`src/rtl/systolic_seq_pkg.sv`:
```
// Shared types for the systolic run sequencer: FSM state encoding and error codes.
package systolic_seq_pkg;

    typedef enum logic [3:0] {
        IDLE,
        START,
        WAIT_HI,
        WAIT_LO,
        GAP,
        CLEAR,
        GAP2,
        DONE,
        ERR
    } seq_state_t;

    localparam logic [1:0] ERR_NONE = 2'd0;
    localparam logic [1:0] ERR_ACK  = 2'd1;
    localparam logic [1:0] ERR_RUN  = 2'd2;

    // States in which a new job command may be accepted.
    function automatic logic is_ready_state(input seq_state_t s);
        return (s == IDLE) || (s == DONE) || (s == ERR);
    endfunction

endpackage

```
`src/rtl/seq_timer.sv`:
```
// Loadable down-counter that stops at zero; zero_o is high while the count is zero.
module seq_timer #(
    parameter int TMO_W = 16
) (
    input  logic             clk,
    input  logic             rst_n,
    input  logic             load_i,
    input  logic [TMO_W-1:0] load_val_i,
    output logic             zero_o
);

    logic [TMO_W-1:0] cnt_q, cnt_d;

    always_comb begin
        cnt_d = cnt_q;
        if (load_i) begin
            cnt_d = load_val_i;
        end else if (cnt_q != '0) begin
            cnt_d = cnt_q - TMO_W'(1);
        end
    end

    always_ff @(posedge clk or negedge rst_n) begin
        if (!rst_n) begin
            cnt_q <= '0;
        end else begin
            cnt_q <= cnt_d;
        end
    end

    assign zero_o = (cnt_q == '0);

endmodule

```
`src/rtl/systolic_run_sequencer.sv`:
```
// Start/busy/clear_all initiator for the systolic array: issues runs, gaps and clears, flags timeouts.
// Optional busy-cycle performance counter (output busy_cycles) is built when SEQ_PERF_CNT_EN is defined.
module systolic_run_sequencer
    import systolic_seq_pkg::*;
#(
    parameter int RUN_CNT_W   = 8,
    parameter int TMO_W       = 16,
    parameter int ACK_TIMEOUT = 16,
    parameter int RUN_TIMEOUT = 1000,
    parameter int GAP_CYCLES  = 10
) (
    input  logic                 clk,
    input  logic                 rst_n,
    input  logic                 cmd_valid,
    output logic                 cmd_ready,
    input  logic [RUN_CNT_W-1:0] cmd_runs,
    input  logic                 cmd_clr,
    input  logic                 abort,
    output logic                 start,
    output logic                 clear_all,
    input  logic                 busy,
    output logic                 done,
    output logic                 error,
    output logic [1:0]           err_code,
    output logic [RUN_CNT_W-1:0] run_count
`ifdef SEQ_PERF_CNT_EN
    ,
    output logic [31:0]          busy_cycles
`endif
);

    // Timer loads are one/two short because the loading cycle and the cycle in which
    // busy is first seen low already count towards the window.
    localparam logic             GAP_SKIP = (GAP_CYCLES < 2);
    localparam logic [TMO_W-1:0] ACK_LOAD = TMO_W'(ACK_TIMEOUT - 1);
    localparam logic [TMO_W-1:0] RUN_LOAD = TMO_W'(RUN_TIMEOUT - 1);
    localparam logic [TMO_W-1:0] GAP_LOAD = GAP_SKIP ? '0 : TMO_W'(GAP_CYCLES - 2);

    seq_state_t           state_q, state_d;
    logic [RUN_CNT_W-1:0] runs_q, runs_d;
    logic                 clr_q, clr_d;
    logic [RUN_CNT_W-1:0] run_count_q, run_count_d;
    logic [1:0]           err_code_q, err_code_d;
    logic                 start_q, start_d;
    logic                 clear_q, clear_d;
    logic                 done_q, done_d;
    logic                 error_q, error_d;
    logic                 ready_q, ready_d;
    logic                 accept;
    logic                 tmr_load;
    logic [TMO_W-1:0]     tmr_val;
    logic                 tmr_zero;

    seq_timer #(.TMO_W(TMO_W)) u_timer (
        .clk        (clk),
        .rst_n      (rst_n),
        .load_i     (tmr_load),
        .load_val_i (tmr_val),
        .zero_o     (tmr_zero)
    );

    // Handshake: a command transfers on a cycle where cmd_valid && cmd_ready, unless abort is high.
    assign accept = cmd_valid && ready_q && !abort;

    always_comb begin
        state_d     = state_q;
        runs_d      = runs_q;
        clr_d       = clr_q;
        run_count_d = run_count_q;
        err_code_d  = err_code_q;
        start_d     = 1'b0;
        tmr_load    = 1'b0;
        tmr_val     = '0;

        if (abort) begin
            state_d    = IDLE;
            err_code_d = ERR_NONE;
        end else begin
            case (state_q)
                IDLE, DONE, ERR: begin
                    if (accept) begin
                        runs_d      = cmd_runs;
                        clr_d       = cmd_clr;
                        run_count_d = '0;
                        err_code_d  = ERR_NONE;
                        state_d     = (cmd_runs == '0) ? DONE : START;
                    end
                end
                START: begin
                    if (!busy) begin
                        start_d  = 1'b1;
                        tmr_load = 1'b1;
                        tmr_val  = ACK_LOAD;
                        state_d  = WAIT_HI;
                    end
                end
                WAIT_HI: begin
                    if (busy) begin
                        tmr_load = 1'b1;
                        tmr_val  = RUN_LOAD;
                        state_d  = WAIT_LO;
                    end else if (tmr_zero) begin
                        err_code_d = ERR_ACK;
                        state_d    = ERR;
                    end
                end
                WAIT_LO: begin
                    if (!busy) begin
                        run_count_d = run_count_q + RUN_CNT_W'(1);
                        if (run_count_d == runs_q) begin
                            state_d = DONE;
                        end else if (GAP_SKIP) begin
                            state_d = clr_q ? CLEAR : START;
                        end else begin
                            tmr_load = 1'b1;
                            tmr_val  = GAP_LOAD;
                            state_d  = GAP;
                        end
                    end else if (tmr_zero) begin
                        err_code_d = ERR_RUN;
                        state_d    = ERR;
                    end
                end
                GAP: begin
                    if (tmr_zero) begin
                        state_d = clr_q ? CLEAR : START;
                    end
                end
                CLEAR: begin
                    if (GAP_SKIP) begin
                        state_d = START;
                    end else begin
                        tmr_load = 1'b1;
                        tmr_val  = GAP_LOAD;
                        state_d  = GAP2;
                    end
                end
                GAP2: begin
                    if (tmr_zero) begin
                        state_d = START;
                    end
                end
                default: state_d = IDLE;
            endcase
        end

        clear_d = (state_d == CLEAR);
        // A zero-run job accepted while already in DONE must still pulse done.
        done_d  = (state_d == DONE) && ((state_q != DONE) || accept);
        error_d = (state_d == ERR);
        ready_d = is_ready_state(state_d);
    end

    always_ff @(posedge clk or negedge rst_n) begin
        if (!rst_n) begin
            state_q     <= IDLE;
            runs_q      <= '0;
            clr_q       <= 1'b0;
            run_count_q <= '0;
            err_code_q  <= ERR_NONE;
            start_q     <= 1'b0;
            clear_q     <= 1'b0;
            done_q      <= 1'b0;
            error_q     <= 1'b0;
            ready_q     <= 1'b1;
        end else begin
            state_q     <= state_d;
            runs_q      <= runs_d;
            clr_q       <= clr_d;
            run_count_q <= run_count_d;
            err_code_q  <= err_code_d;
            start_q     <= start_d;
            clear_q     <= clear_d;
            done_q      <= done_d;
            error_q     <= error_d;
            ready_q     <= ready_d;
        end
    end

    assign cmd_ready = ready_q;
    assign start     = start_q;
    assign clear_all = clear_q;
    assign done      = done_q;
    assign error     = error_q;
    assign err_code  = err_code_q;
    assign run_count = run_count_q;

`ifdef SEQ_PERF_CNT_EN
    logic [31:0] busy_cycles_q, busy_cycles_d;

    always_comb begin
        busy_cycles_d = busy_cycles_q;
        if (accept) begin
            busy_cycles_d = '0;
        end else if (busy && ((state_q == WAIT_HI) || (state_q == WAIT_LO))
                     && (busy_cycles_q != '1)) begin
            busy_cycles_d = busy_cycles_q + 32'd1;
        end
    end

    always_ff @(posedge clk or negedge rst_n) begin
        if (!rst_n) begin
            busy_cycles_q <= '0;
        end else begin
            busy_cycles_q <= busy_cycles_d;
        end
    end

    assign busy_cycles = busy_cycles_q;
`endif

endmodule

```
`config.mk`:
```
export PLATFORM = sky130hd
export DESIGN_NAME = systolic_run_sequencer
export DESIGN_NICKNAME = d
export VERILOG_FILES = /design/src/rtl/systolic_seq_pkg.sv /design/src/rtl/seq_timer.sv /design/src/rtl/systolic_run_sequencer.sv
export SDC_FILE = /design/constraint.sdc
export NUM_CORES = 1
export LEC_CHECK = 0
export ABC_AREA = 1
export ABC_CLOCK_PERIOD_IN_PS = 3320
export BUFFER_PORTS_ARGS = -buffer_cell sky130_fd_sc_hd__buf_4
export CORE_ASPECT_RATIO = 1.2
export CORE_UTILIZATION = 55
export CTS_CLUSTER_DIAMETER = 60
export DETAILED_ROUTE_END_ITERATION = 6
export HOLD_SLACK_MARGIN = 0.1
export PLACE_DENSITY = 0.84
export SLEW_MARGIN = 20
export SYNTH_ARGS = -nofsm -noshare
export SYNTH_HDL_FRONTEND = slang
export SYNTH_SLANG_ARGS = --single-unit
```
`constraint.sdc`:
```
create_clock -name clk -period 3.32 [get_ports clk]
set_clock_uncertainty 0.15 [all_clocks]
set_input_delay 0.332 -clock clk [delete_from_list [all_inputs] [get_ports clk]]
set_output_delay 0.332 -clock clk [all_outputs]
set_load 0.02 [all_outputs]
```
==> flow_metrics.py, run 1 <==
metrics = {
    "global_routing": {
        "grt.total_usage_pct": 26.7,
        "antenna_found_initial": 0,
        "grt_overflow": 0,
        "grt_pass1_wl_um": 9960,
        "grt_start_max_net_pins": 45,
        "grt_pass1_vias": 2230,
    },
    "worst_setup_path": {
        "worstReg2RegStart": "state_q[3]",
        "crit_start": "abort",
        "cp-start-kind": "input pin",
        "worstSetupPathType": "input pin to register",
        "endpoint_kind": "register",
        "r2r_slack_ns": 0.85,
        "regToRegEndpoint": "done",
        "worst-endpoint-required_ns": 3.41,
        "path_max_fanout": 13,
        "critPathArrivalTime_ns": 2.78,
        "reg2reg_depth": 11,
    },
    "floorplan": {
        "fp.dieH_um": 76.4,
        "start_util_pct": 58.6,
        "die-area_mm2": 0.00488,
        "rows": 26,
        "ios": 29,
        "design.core.area_mm2": 0.00433,
        "die_x_um": 64.0,
    },
    "clocking": {
        "htree_num_levels": 2,
        "cts_buffers": 5,
        "clockBufferDepth": 2,
        "cts_hold_buf": 6,
        "cts.sinks": 44,
        "clk_pin_slew_ns": 0.09,
        "ctsResizeCount": 0,
        "cts-root-buf": "clkbuf_8",
        "clock_latency_ns": 0.30,
        "post-cts-setup-buffers": 0,
        "cts_tree": "done",
    },
    "route": {
        "drt_drc_violations_left": 0,
        "drt_wl_total_um": 5820,
        "vias": 2260,
        "vias_per_cell": 5.24,
        "firstDrtPassIters": 4,
        "wl_per_cell_um": 13.5,
        "ant_nets": 0,
        "drt_iter0_drc": 155,
    },
    "synthesis": {
        "syn_avg_cell_area_um2": 7.61,
        "synth_cells": 333,
        "synthesis.nets": 350,
        "yosysTopAreaCell": "dfrtp_1",
        "yosys-top-cells-count": "90 x nand2_1, 48 x nor2_1, 43 x dfrtp_1",
        "synth_top_area_share_pct": 42.5,
        "synth_edf_count": 0,
        "synth_area_mm2": 0.00253,
        "ys_async_sr_fraction_pct": 100,
        "synthTopCellsByArea": "dfrtp_1 42%, nand2_1 13%, nor2_1 7.1%",
        "yosysUniqueCellTypes": 32,
        "synth_flop_cell": "dfrtp_1",
        "yosysWarningCount": 0,
        "yosysMostFrequentCell": "nand2_1",
        "synth_seq_cells": 44,
        "seq_area_frac_synth_pct": 43.5,
    },
    "final_layout": {
        "layout-drive-gt1-share_pct": 17.9,
        "syn_to_final_growth_pct": 18.3,
        "final_cell_area_mm2": 0.00300,
        "antenna_cells": 0,
        "fin_nets": 391,
    },
    "sta": {
        "tightest_slew_ns": 0.834,
        "setup_viol": 0,
        "relSlewSlack_pct": 44.2,
        "post-route-period-util_pct": 80.9,
        "fin_setup_tns_ns": 0,
        "setup_ws_ns": 0.635,
        "final.min_clock_period_ns": 2.69,
        "hold_viol_final": 0,
        "rsz0062_at_grt": "false",
        "slew_viol_final": 0,
        "clock.fmax_mhz": 372,
    },
    "pwr": {
        "p_leak_nw": 1.50,
        "ir_drop_uv": 384,
        "fin_total_pwr_mw": 1.84,
        "powerDensity_mw_per_mm2": 615,
    },
    "hold_path": {
        "min_to": "runs_q[4]",
        "hold_class": "input pin to register",
        "hold_start": "cmd_runs[4]",
        "hold_path_depth": 3,
    },
    "place": {
        "gp_congestion": 0.883,
        "dp_slack_ns": 0.931,
        "dpl.hpwl_um": 4260,
        "portBuffers": 28,
        "place_area_mm2": 0.00280,
    },
    "outcome": {
        "outcome": "finished clean",
    },
    "job": {
        "timing.max_cap.violations": 0,
    },
}
-- registers in the layout, summed over array words and instances, names as in the netlist --
register,count
done,1
start,1
cmd_ready,1
error,1
u_timer.cnt_q,16
clr_q,1
clear_all,1
state_q,4
runs_q,8
err_code,2
run_count,8
-- cells by family (layout without fill, tap and decap cells) --
kind of cell	Yosys count	in the layout	share of synthesized area, %
and+or+nand+nor	188	188	32.8
AOI/OAI and AO/OA	38	38	9.28
DFF	44	44	43.5
muxes	1	1	0.444
buffers and inverters	42	84	6.57
xor gates and xnor gates	17	17	5.88
adders and majority gates	3	3	1.48
-- placed cells by master, fill, tap and decap left out, drive strengths merged, types with 7 or more instances in the layout --
cell         instances
nand2               96
buf                 28
dlygate4sd3          8
nand3               23
nor3                 7
a21oi               13
nor2                52
xor2                13
o21ai               17
inv                 38
dfrtp               43
-- per-layer routing --
layer	vias up	GRT usage, %	wire [um]
met4	0	8.41	59
met1	1058	34.1	2640
li1	1145	-	-
met2	51	45.1	2930
met5	-	0	0
met3	6	5.24	199
-- where the power goes --
group | internal [mW] | switching [mW]
clock | 0.227 | 0.195
sequential | 0.679 | 0.121
combinational | 0.252 | 0.371
total | 1.16 | 0.687
-- stage by stage --
stage	util, %	hold WS [ns]	instances
CTS	68.8	0.101	429
finish	69.3	0.110	431
global placement	64.8	0.211	415
global route	69.3	0.121	431
floorplan	-	-0.114	333
detailed placement	64.8	0.206	415
-- how the worst max path moves through the flow --
stage / depth (start not counted) / slack, ns / to
2_1_floorplan: 16 / 1.24 / u_timer.cnt_q[1]
3_3_place_gp: 11 / 0.88 / done
3_5_place_dp: 11 / 0.93 / done
4_1_cts: 11 / 0.90 / done
5_1_grt: 11 / 0.48 / done
6_report: 11 / 0.63 / done
-- critical path: stages --
cell,delay [ns]
dlygate4sd3_1,0.54
buf_4,0.17
inv_2,0.16
nand3_1,0.16
nor2_1,0.68
inv_2,0.19
nand2_1,0.13
a21oi_1,0.06
a21oi_1,0.20
nand2_2,0.08
nor2_2,0.07
-- area by class of cell --
type	count	area, um2
clock buffers	5	68.8
flip-flops and latches	44	1100
clock inverters	3	46.3
repair buffers	36	290
fillers	374	1330
inverters	40	155
multi-input cells	247	1260
well taps	56	70.1
No activity file was read; power rests on OpenSTA's default activity.
==> run 2: changes to the inputs <==
--- a/config.mk
+++ b/config.mk
@@ -6,14 +6,14 @@
 export NUM_CORES = 1
 export LEC_CHECK = 0
 export ABC_AREA = 1
-export ABC_CLOCK_PERIOD_IN_PS = 3320
+export ABC_CLOCK_PERIOD_IN_PS = 2350
 export BUFFER_PORTS_ARGS = -buffer_cell sky130_fd_sc_hd__buf_4
 export CORE_ASPECT_RATIO = 1.2
-export CORE_UTILIZATION = 55
+export CORE_UTILIZATION = 52
 export CTS_CLUSTER_DIAMETER = 60
 export DETAILED_ROUTE_END_ITERATION = 6
 export HOLD_SLACK_MARGIN = 0.1
-export PLACE_DENSITY = 0.84
+export PLACE_DENSITY = 0.83
 export SLEW_MARGIN = 20
 export SYNTH_ARGS = -nofsm -noshare
 export SYNTH_HDL_FRONTEND = slang
==> constraint.sdc (replaced) <==
create_clock -name clk -period 2.35 [get_ports clk]
set_clock_uncertainty 0.15 [all_clocks]
set_input_delay 0.235 -clock clk [delete_from_list [all_inputs] [get_ports clk]]
set_output_delay 0.235 -clock clk [all_outputs]
set_load 0.02 [all_outputs]
==> run 2 against run 1 <==
Net effect: die area rose by 5.6%; routed wire length rose by 1.6%; total power grew 35%; sequential power rose by 40%; via count increased by 3.3%.
==> flow_metrics.py, run 2 (synthesis results as in run 1) <==
metrics = {
    "worst_setup_path": {
        "worst-endpoint-required_ns": 2.44,
        "crit_end": "done",
        "critPathArrivalTime_ns": 2.26,
        "crit_start": "abort",
        "r2r_slack_ns": 0.18,
        "cp-start-kind": "input pin",
        "reg2reg_depth": 13,
        "endpoint_kind": "register",
        "worstReg2RegStart": "run_count[1]",
        "path_max_fanout": 9,
        "regToRegEndpoint": "done",
        "worstSetupPathType": "input pin to register",
    },
    "route": {
        "drt_drc_violations_left": 0,
        "firstDrtPassIters": 5,
        "vias_per_cell": 5.31,
        "wl_per_cell_um": 13.4,
        "drt_iter0_drc": 162,
        "vias": 2335,
        "ant_nets": 0,
        "drt_wl_total_um": 5910,
    },
    "hold_path": {
        "hold_start": "cmd_valid",
        "hold_class": "input pin to register",
    },
    "clocking": {
        "cts_buffers": 5,
        "htree_num_levels": 2,
        "clockBufferDepth": 2,
        "cts-root-buf": "clkbuf_8",
        "clk_pin_slew_ns": 0.07,
        "clock_latency_ns": 0.30,
        "cts_tree": "done",
        "cts.sinks": 44,
    },
    "final_layout": {
        "layout_commonest_cell": "nand2_1",
        "antenna_cells": 0,
        "largest_reg_flops": 16,
        "fin_nets": 398,
        "n_fill_cell": 404,
        "final_cell_area_mm2": 0.00307,
        "mostFrequentLayoutCells": "90 x nand2_1, 47 x nor2_1, 43 x dfrtp_1",
        "syn_to_final_growth_pct": 21.0,
        "multi_input_area_mm2": 0.00129,
        "seq_area_mm2": 0.00110,
        "largest_register": "u_timer.cnt_q",
        "layout-drive-gt1-share_pct": 19.4,
    },
    "floorplan": {
        "design.core.area_mm2": 0.00463,
        "rows": 27,
        "start_util_pct": 54.7,
        "die-area_mm2": 0.00516,
        "die_x_um": 65.7,
        "fp.dieH_um": 78.5,
        "ios": 29,
    },
    "global_routing": {
        "antenna_found_initial": 0,
        "grt_pass1_wl_um": 10200,
        "grt_pass1_vias": 2232,
        "grt.total_usage_pct": 25.8,
        "grt_start_max_net_pins": 45,
        "grt_overflow": 0,
    },
    "sta": {
        "slew_viol_final": 0,
        "fin_setup_tns_ns": 0,
        "hold_viol_final": 0,
        "setup_viol": 0,
        "relSlewSlack_pct": 63.0,
        "tightest_slew_ns": 0.556,
        "whs_ns": 0.243,
        "post-route-period-util_pct": 92.6,
        "final.min_clock_period_ns": 2.18,
        "clock.fmax_mhz": 460,
    },
    "place": {
        "dpl.hpwl_um": 4160,
        "gp_congestion": 0.899,
        "place_area_mm2": 0.00283,
        "portBuffers": 28,
    },
    "pwr": {
        "powerDensity_mw_per_mm2": 813,
        "p_leak_nw": 1.52,
        "ir_drop_uv": 634,
        "fin_total_pwr_mw": 2.49,
    },
    "job": {
        "timing.max_cap.violations": 0,
    },
    "outcome": {
        "outcome": "finished clean",
    },
}
[run 2: layout make-up]
type                    count  share of cell area, %
clock buffers               7                   2.82
multi-input cells         247                   42.1
flip-flops and latches     44                   36.0
well taps                  58                   2.37
inverters                  40                   5.06
clock inverters             1                  0.245
repair buffers             43                   11.4
[run 2: critical path: stages]
cell	delay, ns
dlygate4sd3_1	0.53
buf_4	0.16
inv_2	0.17
nand3_2	0.15
nor4_2	0.33
nor2_1	0.09
nand4_1	0.08
nand2_1	0.12
a21oi_1	0.23
nand2_2	0.09
nor2_2	0.07
[run 2: routing by layer]
metal | vias up | track usage, % | wire length (um) | share of wire, %
li1 | 1159 | - | - | -
met4 | 0 | 9.35 | 142 | 2.4
met5 | - | 0 | 0 | 0
met3 | 16 | 5.23 | 273 | 4.6
met1 | 1086 | 34.1 | 2560 | 43
met2 | 74 | 41.3 | 2940 | 50
[run 2: timing repair]
action,in CTS,in global routing
setup buffers,0,1
hold endpoints to repair,55,0
gates resized for setup,0,5
endpoints found under the setup margin,0,6
hold buffers,11,0
[run 2: worst min path at each step]
| stage | cells after the start | end |
|---|---|---|
| after global placement | 1 | run_count[7] |
| after detailed placement | 1 | u_timer.cnt_q[13] |
| after floorplan | 0 | clear_all |
| after global routing | 5 | done |
| after CTS | 5 | done |
| final | 5 | done |
[run 2: through the flow]
step / worst slack, ns / instances / util (%)
4_1_cts: 0.127 / 439 / 65.5
3_5_place_dp: 0.197 / 420 / 61.1
5_1_grt: -0.00927 / 440 / 66.2
2_1_floorplan: 0.274 / 333 / -
6_report: 0.175 / 440 / 66.2
3_3_place_gp: 0.306 / 420 / 61.1
[run 2: power by group]
part | internal [mW] | switching (mW) | total [mW] | leakage [nW]
sequential | 0.959 | 0.163 | 1.12 | 0.574
combinational | 0.364 | 0.512 | 0.875 | 0.903
clock | 0.239 | 0.255 | 0.493 | 0.0445
total | 1.56 | 0.930 | 2.49 | 1.52
